[src/rtl/shared_reg_arbiter_pkg.sv]
// Shared definitions for the round-robin shared-register arbiter: FSM states and default sizing.
package shared_reg_arbiter_pkg;

   localparam int DEF_WIDTH = 8;
   localparam int DEF_N     = 4;

   typedef enum logic [1:0] {
      IDLE  = 2'd0,
      GRANT = 2'd1,
      DONE  = 2'd2
   } state_t;

endpackage

[src/rtl/shared_reg_arbiter_rr_pick.sv]
// Round-robin pick: first set req bit searching upward from owner+1 with wrap-around.
// Purely combinational, zero latency; returns all zeros when no request is pending.
module rr_pick
   import shared_reg_arbiter_pkg::*;
#(
   parameter int N = DEF_N
) (
   input  logic [N-1:0]         req,
   input  logic [$clog2(N)-1:0] owner,
   output logic [N-1:0]         pick
);

   localparam int IW = $clog2(N);

   logic [IW-1:0] idx;
   logic          found;

   // N is a power of two, so the index addition wraps modulo N on its own
   always_comb begin
      pick  = '0;
      found = 1'b0;
      idx   = owner;
      for (int k = 1; k <= N; k++) begin
         idx = owner + IW'(k);
         if (!found && req[idx]) begin
            pick[idx] = 1'b1;
            found     = 1'b1;
         end
      end
   end

endmodule

[src/rtl/shared_reg_arbiter.sv]
// Arbitrates N writers onto one shared register: grant 1 cycle after request, write+ack 1 cycle later.
// One write per 3 cycles; requesters wait with req held high, dropping req during GRANT abandons.
module shared_reg_arbiter
   import shared_reg_arbiter_pkg::*;
#(
   parameter int WIDTH = DEF_WIDTH,
   parameter int N     = DEF_N
) (
   input  logic                 clk,
   input  logic                 rst,
   input  logic [N-1:0]         req,
   input  logic [N*WIDTH-1:0]   wdata,
   output logic [N-1:0]         gnt,
   output logic [N-1:0]         ack,
   output logic [WIDTH-1:0]     q,
   output logic                 busy,
   output logic [$clog2(N)-1:0] owner
);

   localparam int IW = $clog2(N);

   state_t           state;
   state_t           state_nxt;
   logic [N-1:0]     pick;
   logic [N-1:0]     gnt_nxt;
   logic [N-1:0]     ack_nxt;
   logic [WIDTH-1:0] q_nxt;
   logic [WIDTH-1:0] win_dat;
   logic [IW-1:0]    owner_nxt;
   logic [IW-1:0]    win_idx;
   logic             win_req;

   rr_pick #(.N(N)) u_rr_pick (
      .req   (req),
      .owner (owner),
      .pick  (pick)
   );

   // Decode the one-hot grant into the winner's index and its live data slice
   always_comb begin
      win_idx = '0;
      win_dat = '0;
      for (int i = 0; i < N; i++) begin
         if (gnt[i]) begin
            win_idx = IW'(i);
            win_dat = wdata[i*WIDTH +: WIDTH];
         end
      end
   end

   assign win_req = |(req & gnt);

   always_comb begin
      state_nxt = state;
      gnt_nxt   = '0;
      ack_nxt   = '0;
      q_nxt     = q;
      owner_nxt = owner;
      case (state)
         IDLE: begin
            if (|req) begin
               gnt_nxt   = pick;
               state_nxt = GRANT;
            end
         end
         GRANT: begin
            if (win_req) begin
               q_nxt     = win_dat;
               ack_nxt   = gnt;
               owner_nxt = win_idx;
               state_nxt = DONE;
            end else begin
               state_nxt = IDLE;
            end
         end
         DONE:    state_nxt = IDLE;
         default: state_nxt = IDLE;
      endcase
   end

   always_ff @(posedge clk) begin
      if (rst) begin
         state <= IDLE;
         gnt   <= '0;
         ack   <= '0;
         q     <= '0;
         busy  <= 1'b0;
         owner <= IW'(N - 1);
      end else begin
         state <= state_nxt;
         gnt   <= gnt_nxt;
         ack   <= ack_nxt;
         q     <= q_nxt;
         busy  <= (state_nxt != IDLE);
         owner <= owner_nxt;
      end
   end

endmodule

[config.mk]
export PLATFORM = sky130hd
export DESIGN_NAME = shared_reg_arbiter
export DESIGN_NICKNAME = d
export VERILOG_FILES = /design/src/rtl/shared_reg_arbiter_pkg.sv /design/src/rtl/shared_reg_arbiter_rr_pick.sv /design/src/rtl/shared_reg_arbiter.sv
export SDC_FILE = /design/constraint.sdc
export NUM_CORES = 1
export LEC_CHECK = 0
export CAP_MARGIN = 5
export CORE_MARGIN = 2
export CORE_UTILIZATION = 40
export CTS_CLUSTER_SIZE = 40
export DETAILED_ROUTE_END_ITERATION = 10
export PLACE_DENSITY_LB_ADDON = 0.3
export SLEW_MARGIN = 20
export SYNTH_ARGS = -nofsm -noshare
export SYNTH_HDL_FRONTEND = slang
export SYNTH_SLANG_ARGS = --single-unit
[constraint.sdc]
create_clock -name clk -period 2.8 [get_ports clk]
set_input_delay 0.56 -clock clk [delete_from_list [all_inputs] [get_ports clk]]
set_output_delay 0.56 -clock clk [all_outputs]
set_load 0.005 [all_outputs]
==> metrics.yaml <==
period_needed_ps: 2180
ys_ff_latch: 21
die-area_um2: 3470
clk_transition_reported_paths_ps: 120
worst_clock_skew_ps: 6.04
post_dp_cell_area_um2: 1810
critPathBufInv: 1
worst-path-max-fanout: 15
gp_congestion: 0.857
yosysMostFrequentCell: "dfxtp_1"
grt_pass1_vias: 1150
place_hpwl_mm: 2.63
diodes: 0
tritoncts: "done"
wirelength_mm: 3.44
grt.overflow.total: 0
yosysWarnings: 0
postSynthAreaPerCell_um2: 10.2
num_rows: 19
numCtsBuffers: 3
grt_usage_pct: 20.3
setup_viol: 0
via_per_inst: 5.90
start_util_pct: 43.0
die_w_um: 58.9
dieHeight_um: 58.9
worst_slew_pin_slew_ps: 718
arrival_ps: 1620
fin_nets: 222
port_buffers: 56
hold_class: "reg2reg"
syn_nets: 164
clockBufferDepth: 2
synthCells: 118
place_inst: 202
drcViolationCount: 3
max_slew_margin_pct: 52.0
clock-sinks: 21
slew_viol_final: 0
avgRoutedWirePerCell_um: 16.7
grt_pass1_wl_mm: 5.33
critPathTopFamily: "flip-flops"
netlist_area_um2: 1210
drt_pass1_iterations: 7
critPathMaxStageDelay_ps: 700
synth-seq-area-share_pct: 34.9
cap_violations: 0
grt_max_degree: 25
synth_top_area_cell: "dfxtp_1"
h-tree-depth: 1
fin_crit_sh_pct: 77.8
drive_gt1_share_pct: 8.00
ios: 57
p_per_area_nw_per_um2: 363
synth_common_cells: "21 x dfxtp_1, 20 x a22oi_1, 8 x ha_1, 8 x o211ai_1, 7 x o211a_1"
synth_flop_cell: "dfxtp_1"
finalInstanceArea_um2: 1830
areaGrowthSynthToFinish_pct: 52.0
synth.top_cells.by_area: "dfxtp_1 35%, a22oi_1 12%, ha_1 8.3%"
clkLatencyLatePin_ps: 300
critPathKind: "reg2out"
drtIter0Drc: 60
core_um2: 2810
required_ps: 2240
peakVddDrop_v: 0.000305
ys_async_sr_fraction_pct: 0
fmax_ghz: 0.459
fin_cells: 206
postCtsHoldBufs: 0
ant_nets: 0
synth_cell_types: 28
rsz0062_at_grt: "no"
crit_chain: "clkdlybuf4s50_1"
leakage_nw: 0.764
hold_viol_final: 0
cts_setup_buffers: 0
cts-root-buf: "clkbuf_4"
status: "complete, but fails checks"
hold_slack_ps: 511
ctsResizeCount: 0
violations: "DRC"
endpoint_kind: "output pin"
vias: 1215
fin_tns_setup_ps: 0
synth_edf_count: 0
start_kind: "flip-flop"
antenna_found_initial: 0
synth_top_cell_area_share_pct: 34.9
cpMaxStageDelayCell: "dfxtp_1"
==> through the flow <==
stage	setup WS (ps)	total power [mW]	utilization (%)
after detailed placement	353	0.526	64.4
after global routing	541	0.697	65.3
final	620	0.665	65.3
after CTS	611	0.670	65.3
after global placement	447	0.520	64.4
after floorplan	615	0.420	-
==> cell type report <==
type | instances | area (µm²)
fillers | 241 | 972
multi-input cells | 84 | 729
repair buffers | 61 | 598
flip-flops and latches | 21 | 420
well taps | 31 | 38.8
clock buffers | 3 | 22.5
inverters | 5 | 18.8
clock inverters | 1 | 5.00
==> registers in the layout, indices dropped and copies added, names as in the netlist <==
register,count
q,8
busy,1
owner,2
gnt,4
ack,4
state,2
==> power breakdown <==
| part | internal [mW] | leakage [nW] | switching, mW | total (mW) |
|---|---|---|---|---|
| registers | 0.314 | 0.171 | 0.0131 | 0.327 |
| clock network | 0.0533 | 0.0177 | 0.0916 | 0.145 |
| logic | 0.116 | 0.575 | 0.0769 | 0.193 |
==> cell families after synthesis <==
logic type	synth area share, %
multiplexers	8.09
AO/OA/AOI/OAI	29.3
flip-flops	34.9
AND/OR/NAND/NOR	14.8
adder cells (fa/ha/maj)	8.30
buffers and inverters	4.67
==> metal layers <==
layer,routed length [µm],GRT usage [%]
met1,1490,26.6
met2,1710,33.5
met3,213,5.05
met4,17,5.19
met5,0,0
==> final timing paths <==
kind,start,endpoint,slack [ps],cells past startpoint
min,q[2],q[2],510,1
max reg2reg,owner[0],gnt[1],710,6
min reg2reg,q[2],q[2],510,1
max,gnt[2],gnt[2],620,1
==> cell usage in the layout (no fill, tap or decap), types with 4 or more instances in the layout <==
cell type         n
clkdlybuf4s50_1  56
dfxtp_1          21
a22oi_1          20
o211ai_1          8
ha_1              8
o211a_1           7
inv_1             5
nand2_1           5
nand3b_1          5
buf_4             5
and3_1            4
a31oi_1           4
Power figures use the tool's default switching activity.
==> variant 1: new RTL, config.mk and constraints unchanged <==
Make the reset (`rst`) asynchronous in one clocked block.
--- a/src/rtl/shared_reg_arbiter.sv
+++ b/src/rtl/shared_reg_arbiter.sv
@@ -80,3 +80,3 @@
 
-   always_ff @(posedge clk) begin
+   always_ff @(posedge clk or posedge rst) begin
       if (rst) begin
Check against the original RTL: differs if rst is asserted again (counterexample within 4 cycles, from zero or initial values and one cycle with rst high); with rst held inactive, the same outputs for 10 cycles.
==> variant 1 against the original RTL <==
- wire length grew 9.2%
- worst setup slack got worse by 0.21 ns
- final cell count rose by 15%
- synthesized area increased by 12%
- cell area grew 7.0%
- sequential share of layout area grew 4.0 points
- sequential cell count did not move
- critical path type is now flop to flop
- highest routed layer unchanged
Power is not compared: it rests on default switching activity, and its combinational part moved more than twofold at a synthesized area within 25%.
==> variant 1: results (changes against the original RTL) <==
Netlist cell types 34 (+21%); hold_sp q[4]; pin count of the biggest net entering global routing 27 (+8.0%); Mapped Nets 184 (+12%); WP data arrival 2.61 ns (+0.99 ns); Crit path largest cell delay 0.72 ns (+0.02 ns); WL per Instance 15.9 µm (-4.7%); met3 wire length 229 µm (+7.5%); FF-to-FF path depth 6 (unchanged); Ys Warns 0 (unchanged); CTS H-tree depth 1 (unchanged); Crit Reg-Reg Startpoint owner[0]; GPL Wtd Cong 0.989 (+15%); Mapped Cells 138 (+17%); status complete, no violations; crit path to gnt[0]; GR Util met2 0.346 (+0.0115); top cells by count, synth dfrtp_1, nand2_1, nor2_1; root buffer cell clkbuf_4; Largest regs q: 8 flops, ack: 4 flops, gnt: 4 flops; worst slack, placed 0.372 ns (+0.0192 ns); crit-path max FO 14 (-1); post-DP HPWL 2670 µm (+1.6%); Slew @ Worst Pin 0.764 ns (+0.0454 ns); Internal 961 µW; ANT cells 0 (unchanged); worst hold path endpoint q[4]; Placed Cells 232 (+15%); Power, Total 1610 µW; Comb group between 900 and 1000 µW; Hold Crit Depth 2 (+1); WL met2 1840 µm (+7.6%); Total Routing Usage GR 0.197 (-0.00632); share of cells above drive strength 1 0.0895 (+0.00947); register area share after synthesis 0.390 (+0.0418); WHS 0.558 ns (+0.0469 ns); number of antenna violations at the first check in global routing 0 (unchanged); Cell Area, Placed 0.00193 mm² (+7.1%); M1 WL 1650 µm (+11%); slowest cell on the critical path dfstp_2; Crit Path Class flop to flop; Pre-antenna DRT Iters 4 (-3); VDD IR max 0.474 mV; top cells by area, synth dfrtp_1, ha_1, o211ai_1; drt first-iter violations 93 (+55%); IO Port Bufs 56 (unchanged); Layout Nets 237 (+6.8%); global-route wire length before repair 6280 µm (+18%); Crit path max-delay family flip-flops; Avg Vias per Cell 5.63 (-4.5%); routing usage on met1 0.247 (-0.0200); Final Skew 0.00957 ns (+0.00352 ns); Skew-Pair Late Insertion Delay 0.30 ns (about the same); met3 GRT Util 0.0362 (-0.0143); ys async rst share 1.00 (+1.00); clk slew on worst S/H paths 0.12 ns (about the same); Via Count 1329 (+9.4%); fill count 287 (+19%)
[variant 1: changes by cell type after synthesis, moves of 4 or more]
cell	change
a221o_1	+7
a32oi_1	+4
a31oi_1	+5
dfxtp_1	-21
a22oi_1	-18
nand2_1	+9
dfrtp_1	+19
o211a_1	-7
nor2_1	+11
and3_1	-4
nand4_1	+4
[variant 1: area by class of cell]
cell class                 count  area, µm²  share of cell area
tap                           46       57.6              0.0294
timing repair buffer          57        568               0.290
clock buffer                   3       22.5              0.0115
clock inverter                 1       5.00             0.00255
sequential                    21        528               0.269
multi-input combinational    103        761               0.388
inverter                       5       18.8             0.00957
[variant 1: cells by family after synthesis]
family / after synthesis / synth area share
adder cells (fa/ha/maj): 8 / 0.0740
multiplexers: 2 / 0.0333
buffers and inverters: 14 / 0.0472
AND/OR/NAND/NOR: 53 / 0.228
AO/OA/AOI/OAI: 40 / 0.227
flip-flops: 21 / 0.390
==> variant 2: new RTL, same settings <==
Made on the original files. The package constant `DEF_WIDTH` goes from 8 to 10.
--- a/src/rtl/shared_reg_arbiter_pkg.sv
+++ b/src/rtl/shared_reg_arbiter_pkg.sv
@@ -3,3 +3,3 @@
 
-   localparam int DEF_WIDTH = 8;
+   localparam int DEF_WIDTH = 10;
    localparam int DEF_N     = 4;
Ports: changed (resized q and wdata); port bits go from 57 to 67. No check against the original RTL was run, so the function may have changed too.
==> variant 2 against the original RTL <==
- worst setup slack lost 0.11 ns
- combinational power is 18% higher
- synthesized area rose by 17%
- cell area grew 16%
- sequential cell count grew 2
- total power up 12%
- clock skew down 0.0012 ns
- wire length rose by 13%
==> variant 2: results (changes against the original RTL) <==
worst slack, placed 0.385 ns (+0.0322 ns); Lkg Pwr 0.000853 µW (+12%); Crit path largest cell delay 0.79 ns (+0.09 ns); top cells by count, synth dfxtp_1, a22oi_1, nand2_1; Netlist cell types 33 (+18%); worst hold path endpoint q[8]; crit-path max FO 17 (+2); Placed Cells 248 (+23%); routing usage on met1 0.254 (-0.0123); post-synthesis mux area share 0.0480 (-0.0329); Signal buffers 69 (+13%); M1 WL 1630 µm (+9.0%); hold_sp q[8]; clk tree area frac 0.0130 (-0.00202); top cells by area, synth dfxtp_1, a22oi_1, ha_1; Core Area 0.00336 mm² (+20%); WL met2 2030 µm (+19%); IO Port Bufs 66 (+18%); met3 wire length 183 µm (-14%); status complete, no violations; Final Skew 0.00487 ns (-0.00118 ns); R2R Setup Slk 0.53 ns (-0.18 ns); post-DP HPWL 2950 µm (+12%); sequential share of cell area 0.217 (-0.0120); Mapped Nets 198 (+21%); vias in the first global route 1368 (+19%); VDD IR max 0.249 mV (-18%)
[variant 2: cell count changes after synthesis, sizes merged, moves of 3 or more]
| cell | delta |
|---|---|
| a21oi | -3 |
| nor2 | +4 |
| nand3b | -4 |
| nand2 | +8 |
| o21a | +5 |
| o21ai | +3 |
[variant 2: power breakdown]
| group | internal, µW | leakage, µW | switching [µW] | total [µW] |
|---|---|---|---|---|
| Clock | 53.3 | 0.0000177 | 96.5 | 150 |
| Combinational | 136 | 0.000648 | 90.6 | 227 |
| Sequential | 345 | 0.000187 | 19.5 | 364 |
| Total | 535 | 0.000853 | 207 | 741 |
[variant 2: worst max-delay path by stage]
stage | depth (start not counted) | start | to
after floorplan | 7 | owner[0] | gnt[0]
after global placement | 5 | req[2] | gnt[3]
after detailed placement | 6 | req[0] | q[6]
after CTS | 1 | gnt[2] | gnt[2]
after global routing | 6 | owner[0] | gnt[1]
final | 1 | gnt[2] | gnt[2]
